`src/rtl/ram_loader_pkg.sv`:
```
// Shared types for the serial boot loader.
// Loader and UART receiver state encodings.
package loader_pkg;

  typedef enum logic [1:0] {
    S_LEN,
    S_DATA,
    S_RUN
  } loader_state_t;

  typedef enum logic [1:0] {
    RX_IDLE,
    RX_START,
    RX_DATA,
    RX_STOP
  } rx_state_t;

endpackage

```
`src/rtl/ram_loader_if.sv`:
```
// Received-byte stream from the UART receiver to the loader.
// The master side produces single-cycle strobes.
interface ram_loader_if #(
  parameter int DATA_W = 8
);
  logic              byte_valid;
  logic [DATA_W-1:0] byte_data;
  logic              frame_err_pulse;

  modport master (
    output byte_valid,
    output byte_data,
    output frame_err_pulse
  );

  modport slave (
    input byte_valid,
    input byte_data,
    input frame_err_pulse
  );
endinterface

```
`src/rtl/ram_loader_uart_rx.sv`:
```
// 8N1 UART receiver, LSB first, with rx synchroniser.
// Emits a byte strobe or a framing-error strobe per frame.
module uart_rx
  import loader_pkg::*;
#(
  parameter int CLKS_PER_BIT = 434,
  parameter int DATA_W       = 8
) (
  input  logic          clk,
  input  logic          reset_n,
  input  logic          rx,
  ram_loader_if.master  bus
);

  localparam int CW = $clog2(CLKS_PER_BIT);
  localparam int BW = $clog2(DATA_W);
  localparam logic [CW-1:0] FULL = CW'(CLKS_PER_BIT - 1);
  localparam logic [CW-1:0] HALF = CW'(CLKS_PER_BIT / 2 - 1);
  localparam logic [BW-1:0] LAST = BW'(DATA_W - 1);

  rx_state_t         st_q, st_d;
  logic              sync1_q, sync1_d;
  logic              sync2_q, sync2_d;
  logic              prev_q, prev_d;
  logic [CW-1:0]     cnt_q, cnt_d;
  logic [BW-1:0]     bit_q, bit_d;
  logic [DATA_W-1:0] shift_q, shift_d;
  logic              valid_q, valid_d;
  logic [DATA_W-1:0] data_q, data_d;
  logic              ferr_q, ferr_d;

  always_comb begin
    sync1_d = rx;
    sync2_d = sync1_q;
    prev_d  = sync2_q;
    st_d    = st_q;
    cnt_d   = cnt_q;
    bit_d   = bit_q;
    shift_d = shift_q;
    valid_d = 1'b0;
    data_d  = data_q;
    ferr_d  = 1'b0;
    unique case (st_q)
      RX_IDLE: begin
        // after a low stop bit this waits for rx to rise first
        if (prev_q && !sync2_q) begin
          st_d  = RX_START;
          cnt_d = '0;
        end
      end
      RX_START: begin
        if (cnt_q == HALF) begin
          cnt_d = '0;
          bit_d = '0;
          st_d  = sync2_q ? RX_IDLE : RX_DATA;
        end else begin
          cnt_d = cnt_q + 1'b1;
        end
      end
      RX_DATA: begin
        if (cnt_q == FULL) begin
          cnt_d   = '0;
          shift_d = {sync2_q, shift_q[DATA_W-1:1]};
          if (bit_q == LAST) st_d = RX_STOP;
          else bit_d = bit_q + 1'b1;
        end else begin
          cnt_d = cnt_q + 1'b1;
        end
      end
      RX_STOP: begin
        if (cnt_q == FULL) begin
          cnt_d = '0;
          st_d  = RX_IDLE;
          if (sync2_q) begin
            valid_d = 1'b1;
            data_d  = shift_q;
          end else begin
            ferr_d = 1'b1;
          end
        end else begin
          cnt_d = cnt_q + 1'b1;
        end
      end
      default: st_d = RX_IDLE;
    endcase
  end

  always_ff @(posedge clk or negedge reset_n) begin
    if (!reset_n) begin
      st_q    <= RX_IDLE;
      sync1_q <= 1'b1;
      sync2_q <= 1'b1;
      prev_q  <= 1'b1;
      cnt_q   <= '0;
      bit_q   <= '0;
      shift_q <= '0;
      valid_q <= 1'b0;
      data_q  <= '0;
      ferr_q  <= 1'b0;
    end else begin
      st_q    <= st_d;
      sync1_q <= sync1_d;
      sync2_q <= sync2_d;
      prev_q  <= prev_d;
      cnt_q   <= cnt_d;
      bit_q   <= bit_d;
      shift_q <= shift_d;
      valid_q <= valid_d;
      data_q  <= data_d;
      ferr_q  <= ferr_d;
    end
  end

  assign bus.byte_valid      = valid_q;
  assign bus.byte_data       = data_q;
  assign bus.frame_err_pulse = ferr_q;

endmodule

```
`src/rtl/ram_loader.sv`:
```
// Serial boot loader: fills RAM from UART, then hands the
// RAM port to the processor and releases its reset.
module ram_loader
  import loader_pkg::*;
#(
  parameter int CLKS_PER_BIT = 434,
  parameter int ADDR_W       = 8,
  parameter int DATA_W       = 8
) (
  input  logic              clk,
  input  logic              reset_n,
  input  logic              rx,
  input  logic [ADDR_W-1:0] proc_ram_addr,
  input  logic              proc_ram_write,
  input  logic [DATA_W-1:0] proc_ram_data_write,
  output logic [ADDR_W-1:0] ram_addr,
  output logic              ram_write,
  output logic [DATA_W-1:0] ram_data_write,
  output logic              cpu_reset_n,
  output logic              loading,
  output logic              frame_err
);

  localparam int CNT_W = DATA_W + 1;

  ram_loader_if #(.DATA_W(DATA_W)) rx_bus ();

  uart_rx #(
    .CLKS_PER_BIT (CLKS_PER_BIT),
    .DATA_W       (DATA_W)
  ) u_rx (
    .clk     (clk),
    .reset_n (reset_n),
    .rx      (rx),
    .bus     (rx_bus)
  );

  loader_state_t     st_q, st_d;
  logic [ADDR_W-1:0] ptr_q, ptr_d;
  logic [CNT_W-1:0]  left_q, left_d;
  logic [ADDR_W-1:0] addr_q, addr_d;
  logic              we_q, we_d;
  logic [DATA_W-1:0] wd_q, wd_d;
  logic              cpu_rst_n_q, cpu_rst_n_d;
  logic              loading_q, loading_d;
  logic              ferr_q, ferr_d;
  logic              bv, fe;
  logic [DATA_W-1:0] bd;

  assign bv = rx_bus.byte_valid;
  assign bd = rx_bus.byte_data;
  assign fe = rx_bus.frame_err_pulse;

  always_comb begin
    st_d        = st_q;
    ptr_d       = ptr_q;
    left_d      = left_q;
    addr_d      = addr_q;
    we_d        = 1'b0;
    wd_d        = wd_q;
    cpu_rst_n_d = cpu_rst_n_q;
    loading_d   = loading_q;
    ferr_d      = ferr_q;
    unique case (st_q)
      S_LEN: begin
        if (fe) begin
          ferr_d = 1'b1;
          ptr_d  = '0;
        end else if (bv) begin
          // a zero length byte stands for a full 256-byte image
          left_d = (bd == '0) ? CNT_W'(1 << DATA_W)
                              : {1'b0, bd};
          ptr_d  = '0;
          st_d   = S_DATA;
        end
      end
      S_DATA: begin
        if (fe) begin
          ferr_d = 1'b1;
          ptr_d  = '0;
          st_d   = S_LEN;
        end else if (bv) begin
          we_d   = 1'b1;
          addr_d = ptr_q;
          wd_d   = bd;
          ptr_d  = ptr_q + 1'b1;
          left_d = left_q - 1'b1;
          if (left_q == CNT_W'(1)) st_d = S_RUN;
        end
      end
      S_RUN: begin
        cpu_rst_n_d = 1'b1;
        loading_d   = 1'b0;
      end
      default: st_d = S_LEN;
    endcase
  end

  always_ff @(posedge clk or negedge reset_n) begin
    if (!reset_n) begin
      st_q        <= S_LEN;
      ptr_q       <= '0;
      left_q      <= '0;
      addr_q      <= '0;
      we_q        <= 1'b0;
      wd_q        <= '0;
      cpu_rst_n_q <= 1'b0;
      loading_q   <= 1'b1;
      ferr_q      <= 1'b0;
    end else begin
      st_q        <= st_d;
      ptr_q       <= ptr_d;
      left_q      <= left_d;
      addr_q      <= addr_d;
      we_q        <= we_d;
      wd_q        <= wd_d;
      cpu_rst_n_q <= cpu_rst_n_d;
      loading_q   <= loading_d;
      ferr_q      <= ferr_d;
    end
  end

  assign ram_addr       = loading_q ? addr_q : proc_ram_addr;
  assign ram_write      = loading_q ? we_q : proc_ram_write;
  assign ram_data_write = loading_q ? wd_q
                                    : proc_ram_data_write;
  assign cpu_reset_n    = cpu_rst_n_q;
  assign loading        = loading_q;
  assign frame_err      = ferr_q;

endmodule

```
`config.mk`:
```
export PLATFORM = sky130hd
export DESIGN_NAME = ram_loader
export DESIGN_NICKNAME = d
export VERILOG_FILES = /design/src/rtl/ram_loader_pkg.sv /design/src/rtl/ram_loader_if.sv /design/src/rtl/ram_loader_uart_rx.sv /design/src/rtl/ram_loader.sv
export SDC_FILE = /design/constraint.sdc
export NUM_CORES = 1
export LEC_CHECK = 0
export ABC_AREA = 1
export BUFFER_PORTS_ARGS = -buffer_cell sky130_fd_sc_hd__buf_4
export CORE_MARGIN = 2
export CORE_UTILIZATION = 59
export DETAILED_ROUTE_END_ITERATION = 12
export PLACE_DENSITY = 0.82
export SYNTH_ARGS = -nofsm -noshare
export SYNTH_HDL_FRONTEND = slang
export SYNTH_HIERARCHICAL = 1
export SYNTH_SLANG_ARGS = --single-unit
export TNS_END_PERCENT = 50
```
`constraint.sdc`:
```
create_clock -name clk -period 1.73 [get_ports clk]
set_clock_uncertainty 0.1 [all_clocks]
set_input_delay 0.173 -clock clk [delete_from_list [all_inputs] [get_ports clk]]
set_output_delay 0.173 -clock clk [all_outputs]
set_load 0.02 [all_outputs]
```
Yosys cells after proc, flatten, opt, wreduce, memory -nomap -nowiden:

Cells that the tools add are included.

* register bits after elaboration: 74
* input port bits: 20
* output and inout bits: 20
* word-level logic and storage cells: 109

* $add $sub $neg: 4
* equality and inequality tests: 22
* muxes and demuxes: 44
* bitwise operators: 2
* reductions and logical operators: 18

Operator list (count)
* $mux 9: 8
* $mux 8: 6
* $pmux 9 s3: 1
* $mux 2: 11
* $pmux 9 s2: 1
* $pmux 8 s2: 1
* $reduce_and 5->1: 3
* $ne 2x1->1 const B: 7
* $mux 1: 10
* $add 9x1->9 const B: 1
* $eq 9x1->1 const B: 1
* $eq 9x8->1 const B: 1
* $eq 9x9->1 const B: 1
* $mux 3: 3
* $reduce_and 3->1: 3
* $sub 9x1->9 const B: 1
* $add 8x1->8 const B: 1
* $logic_not 8->1: 1
* $pmux 2 s4: 1
* $eq 2x2->1 const B: 3
* $ne 2x2->1 const B: 3
* $ne 3x1->1 const B: 2
* $pmux 2 s3: 1
* $pmux 3 s2: 1
* 12 further kinds: 18

Logic depth before layout (Yosys ltp):

* depth after elaboration: 5
* mapped depth: 10
* mapped depth without buffers: 10

Cells and area by module:

Netlist, hierarchy kept.

By module, submodules not included
* ram_loader: instances 1, cells an instance 287, area an instance 2137.0 µm², sequential area each 977.2 µm²
* uart_rx: instances 1, cells an instance 182, area an instance 1667.8 µm², sequential area each 879.6 µm²

Worst setup path after synthesis:

No wires, ideal clock.

* path kind: register -> output
* start: register loading_q (netlist: loading)
* end: output ram_addr[0]
* arrival time: 1.472 ns
* data required time: 1.457 ns
* slack: -0.015 ns
* cell stages (with the launch flop): 4
* buffers on the path: 1
* cell sequence: dfstp_2 -> buf_2 -> clkinv_1 -> o21ai_0

* cells in the longest elaborated chain, start to end: 1

Ends and longest elaborated chain
* from (decl): line ram_loader.sv:45 `logic loading_q, loading_d;`
* from (signal assigned): line ram_loader.sv:118 `loading_q <= loading_d;`
* $mux 8: line ram_loader.sv:123 `assign ram_addr = loading_q ? addr_q : proc_ram_addr;`
* to (decl): line ram_loader.sv:16 `output logic [ADDR_W-1:0] ram_addr,`

Every way passes these cells.

Final worst setup path:

* start: register loading_q (netlist: loading)
* end: output ram_data_write[4]

* cells in the longest elaborated chain, start to end: 1

Ends and longest elaborated chain
* $mux 8: line ram_loader.sv:125 `assign ram_data_write = loading_q ? wd_q`
* to (decl): line ram_loader.sv:18 `output logic [DATA_W-1:0] ram_data_write,`

Every way passes these cells.

==> impl_metrics.tcl <==
set metrics [dict create \
    nFillCells 477 \
    p_leak_nw 2.25 \
    grt_max_degree 44 \
    syn_area_um2 3800 \
    p_seq_frac 0.516 \
    maxSlewViolCount 0 \
    path_class "register to output port" \
    finalSetupViolations 0 \
    final_core_util 0.700 \
    reg2reg_from "u_rx/cnt_q[1]" \
    rows 29 \
    required_ns 1.46 \
    final_cell_mix "nand2_1, dfrtp_1, inv_1" \
    cts-root-buf "clkbuf_8" \
    end_kind "output port" \
    yosys_register_bits 74 \
    fin_area_um2 4390 \
    r2r_end "u_rx/cnt_q[6]" \
    ant_nets 0 \
    setup_tns_ns 0 \
    grt_pass1_vias 3033 \
    htreeDepth 3 \
    grt_pass1_wl_mm 13.1 \
    fin_nets 545 \
    crit_arrival_ns 1.37 \
    critPathMaxFanout 17 \
    pwr-share-clk 0.350 \
    ys_seq_area_frac 0.488 \
    finalHoldViolCount 0 \
    vdd_drop_max_mv 0.726 \
    gp_congestion 0.846 \
    slew_headroom 0.726 \
    maxCapViolCount 0 \
    dr.first_iter.drc_count 255 \
    die_w_um 84.3 \
    start_util 0.606 \
    fmax_ghz 0.609 \
    antenna_found_initial 0 \
    firstDrtPassIters 4 \
    period_minus_slack_ns 1.64 \
    cell_internal_pwr_mw 2.62 \
    synth_top_area_frac 0.460 \
    n_antenna_cell 0 \
    grt_setup_unrepaired "false" \
    num_vias 3143 \
    die-height_um 84.3 \
    post_drt_wl_per_cell_um 12.6 \
    layout-drive-gt1-share 0.226 \
    cp-start-kind "register" \
    viasPerCell 5.25 \
    clock_latency_ns 0.34 \
    clk_pin_slew_worst_paths_ns 0.08 \
    clk_path_buf_depth 2 \
    ys_types 37 \
    worst-r2r-setup-slack_ns 0.16 \
    portBuffers 39 \
    yosys-top-cells-area "dfrtp_1, nand2_1, inv_1" \
    core_area_um2 6280 \
    dieArea_um2 7110 \
    yosysWarnings 6 \
    layout_commonest_cell "nand2_1" \
    syn-instance-count 469 \
    switching_power_mw 1.02 \
    io_pins 40 \
    power_density_nw_per_um2 828 \
    cts_made_buffers 9 \
    combPwrFrac 0.134 \
    status "completed" \
    holdCritPathClass "input pin to async pin" \
    drc 0 \
    syn2layout_area_growth_pct 15.5 \
    syn_avg_cell_area_um2 8.11 \
    cts_tree "built" \
    placed_cell_area_um2 4160 \
    wl_mm 7.52 \
    min_period_over_period 0.949 \
    overflow 0 \
    yosysTopAreaCell "dfrtp_1" \
    grt_use_total 0.227 \
    swShare 0.281 \
    reg2reg_depth 9 \
    hpwl_mm 5.37 \
    clkSinkCount 74 \
    max_slew.worst_pin.slew_ns 0.411 \
    syn-num-nets 497 \
]
==> synthesized netlist by cell type, drive strengths merged <==
cell type and n:
a21boi 1, xnor2 1, dfrtp 70, nand3 22
xor2 1, nand4 6, o211ai 2, o21bai 1
o31ai 1, o22ai 3, nor2 37, nor3 1
clkinv 2, buf 7, ha 8, a31oi 1
o21ai 55, a21oi 13, dfstp 4, inv 56
clkbuf 1, or2 2, nand2 174
==> how the worst max path moves through the flow <==
stage,start,endpoint,slack [ns],cells after the start
detailed placement,u_rx/cnt_q[1],u_rx/bus.byte_data[1],0.08,9
floorplan,loading,ram_addr[5],0.13,5
CTS,loading,ram_addr[0],0.02,3
global placement,u_rx/cnt_q[1],u_rx/bus.byte_data[2],0.16,9
finish,loading,ram_data_write[4],0.09,4
global route,st_q[1],st_q[1],0.002,7
==> power by group through the flow <==
stage,Clock [mW],Combinational [mW],Sequential (mW)
6_report,1.27,0.489,1.88
5_1_grt,1.36,0.556,1.90
4_1_cts,1.29,0.492,1.87
3_5_place_dp,0,0.487,1.91
3_3_place_gp,0,0.470,1.90
2_1_floorplan,0,0.314,1.89
==> layer usage <==
| layer | up-vias | part of all wire | GRT usage |
|---|---|---|---|
| met1 | 1456 | 0.45 | 0.301 |
| met2 | 84 | 0.47 | 0.374 |
| met5 | - | 0 | 0 |
| li1 | 1589 | - | - |
| met4 | 0 | 0.015 | 0.0836 |
| met3 | 14 | 0.059 | 0.0423 |
==> registers in the layout (all words and copies together) (netlist names), 2 cells and up, named ones only <==
signal / cells
u_rx/bus.byte_data: 8
wd_q: 8
u_rx/shift_q: 8
u_rx/cnt_q: 9
addr_q: 8
ptr_q: 8
u_rx/bit_q: 3
st_q: 2
left_q: 9
==> metrics by stage <==
stage / hold slack, ns / worst slack (ns) / std cells / power, mW
floorplan: -0.223 / 0.127 / 469 / 2.20
finish: 0.195 / 0.0876 / 599 / 3.64
CTS: 0.207 / 0.0214 / 598 / 3.65
detailed placement: 0.0328 / 0.0839 / 580 / 2.39
global route: 0.235 / 0.00167 / 599 / 3.81
global placement: 0.0337 / 0.162 / 580 / 2.37
==> timing repair <==
action,in CTS,in global routing
gates resized for setup,1,4
endpoints found under the setup margin,17,35
setup buffers,0,0
hold buffers,2,0
hold endpoints to repair,32,0
cloned,0,1
==> cell families (layout without fill, tap and decap cells) <==
group | after synthesis | after routing | synth area share
buf+inv | 66 | 118 | 0.0760
simple gates | 242 | 243 | 0.281
flops | 74 | 74 | 0.488
xor+xnor | 2 | 2 | 0.00460
fa+ha+maj | 8 | 8 | 0.0263
compound gates | 77 | 77 | 0.124
==> worst max-delay path: stages, from the launching register on <==
cell	delay, ns
dfstp_2	0.56
buf_4	0.20
nand2_1	0.06
nand2_1	0.07
buf_4	0.14
==> final cells by class <==
| class | count | area (um^2) | share of cell area |
|---|---|---|---|
| Clock inverter | 3 | 22.5 | 0.00513 |
| Timing Repair Buffer | 44 | 348 | 0.0792 |
| Inverter | 58 | 225 | 0.0513 |
| Clock buffer | 13 | 169 | 0.0384 |
| Sequential cell | 74 | 1860 | 0.423 |
| Multi-Input combinational cell | 330 | 1680 | 0.382 |
| Tap cell | 77 | 96.3 | 0.0219 |
(Power assumes the default switching activity.)
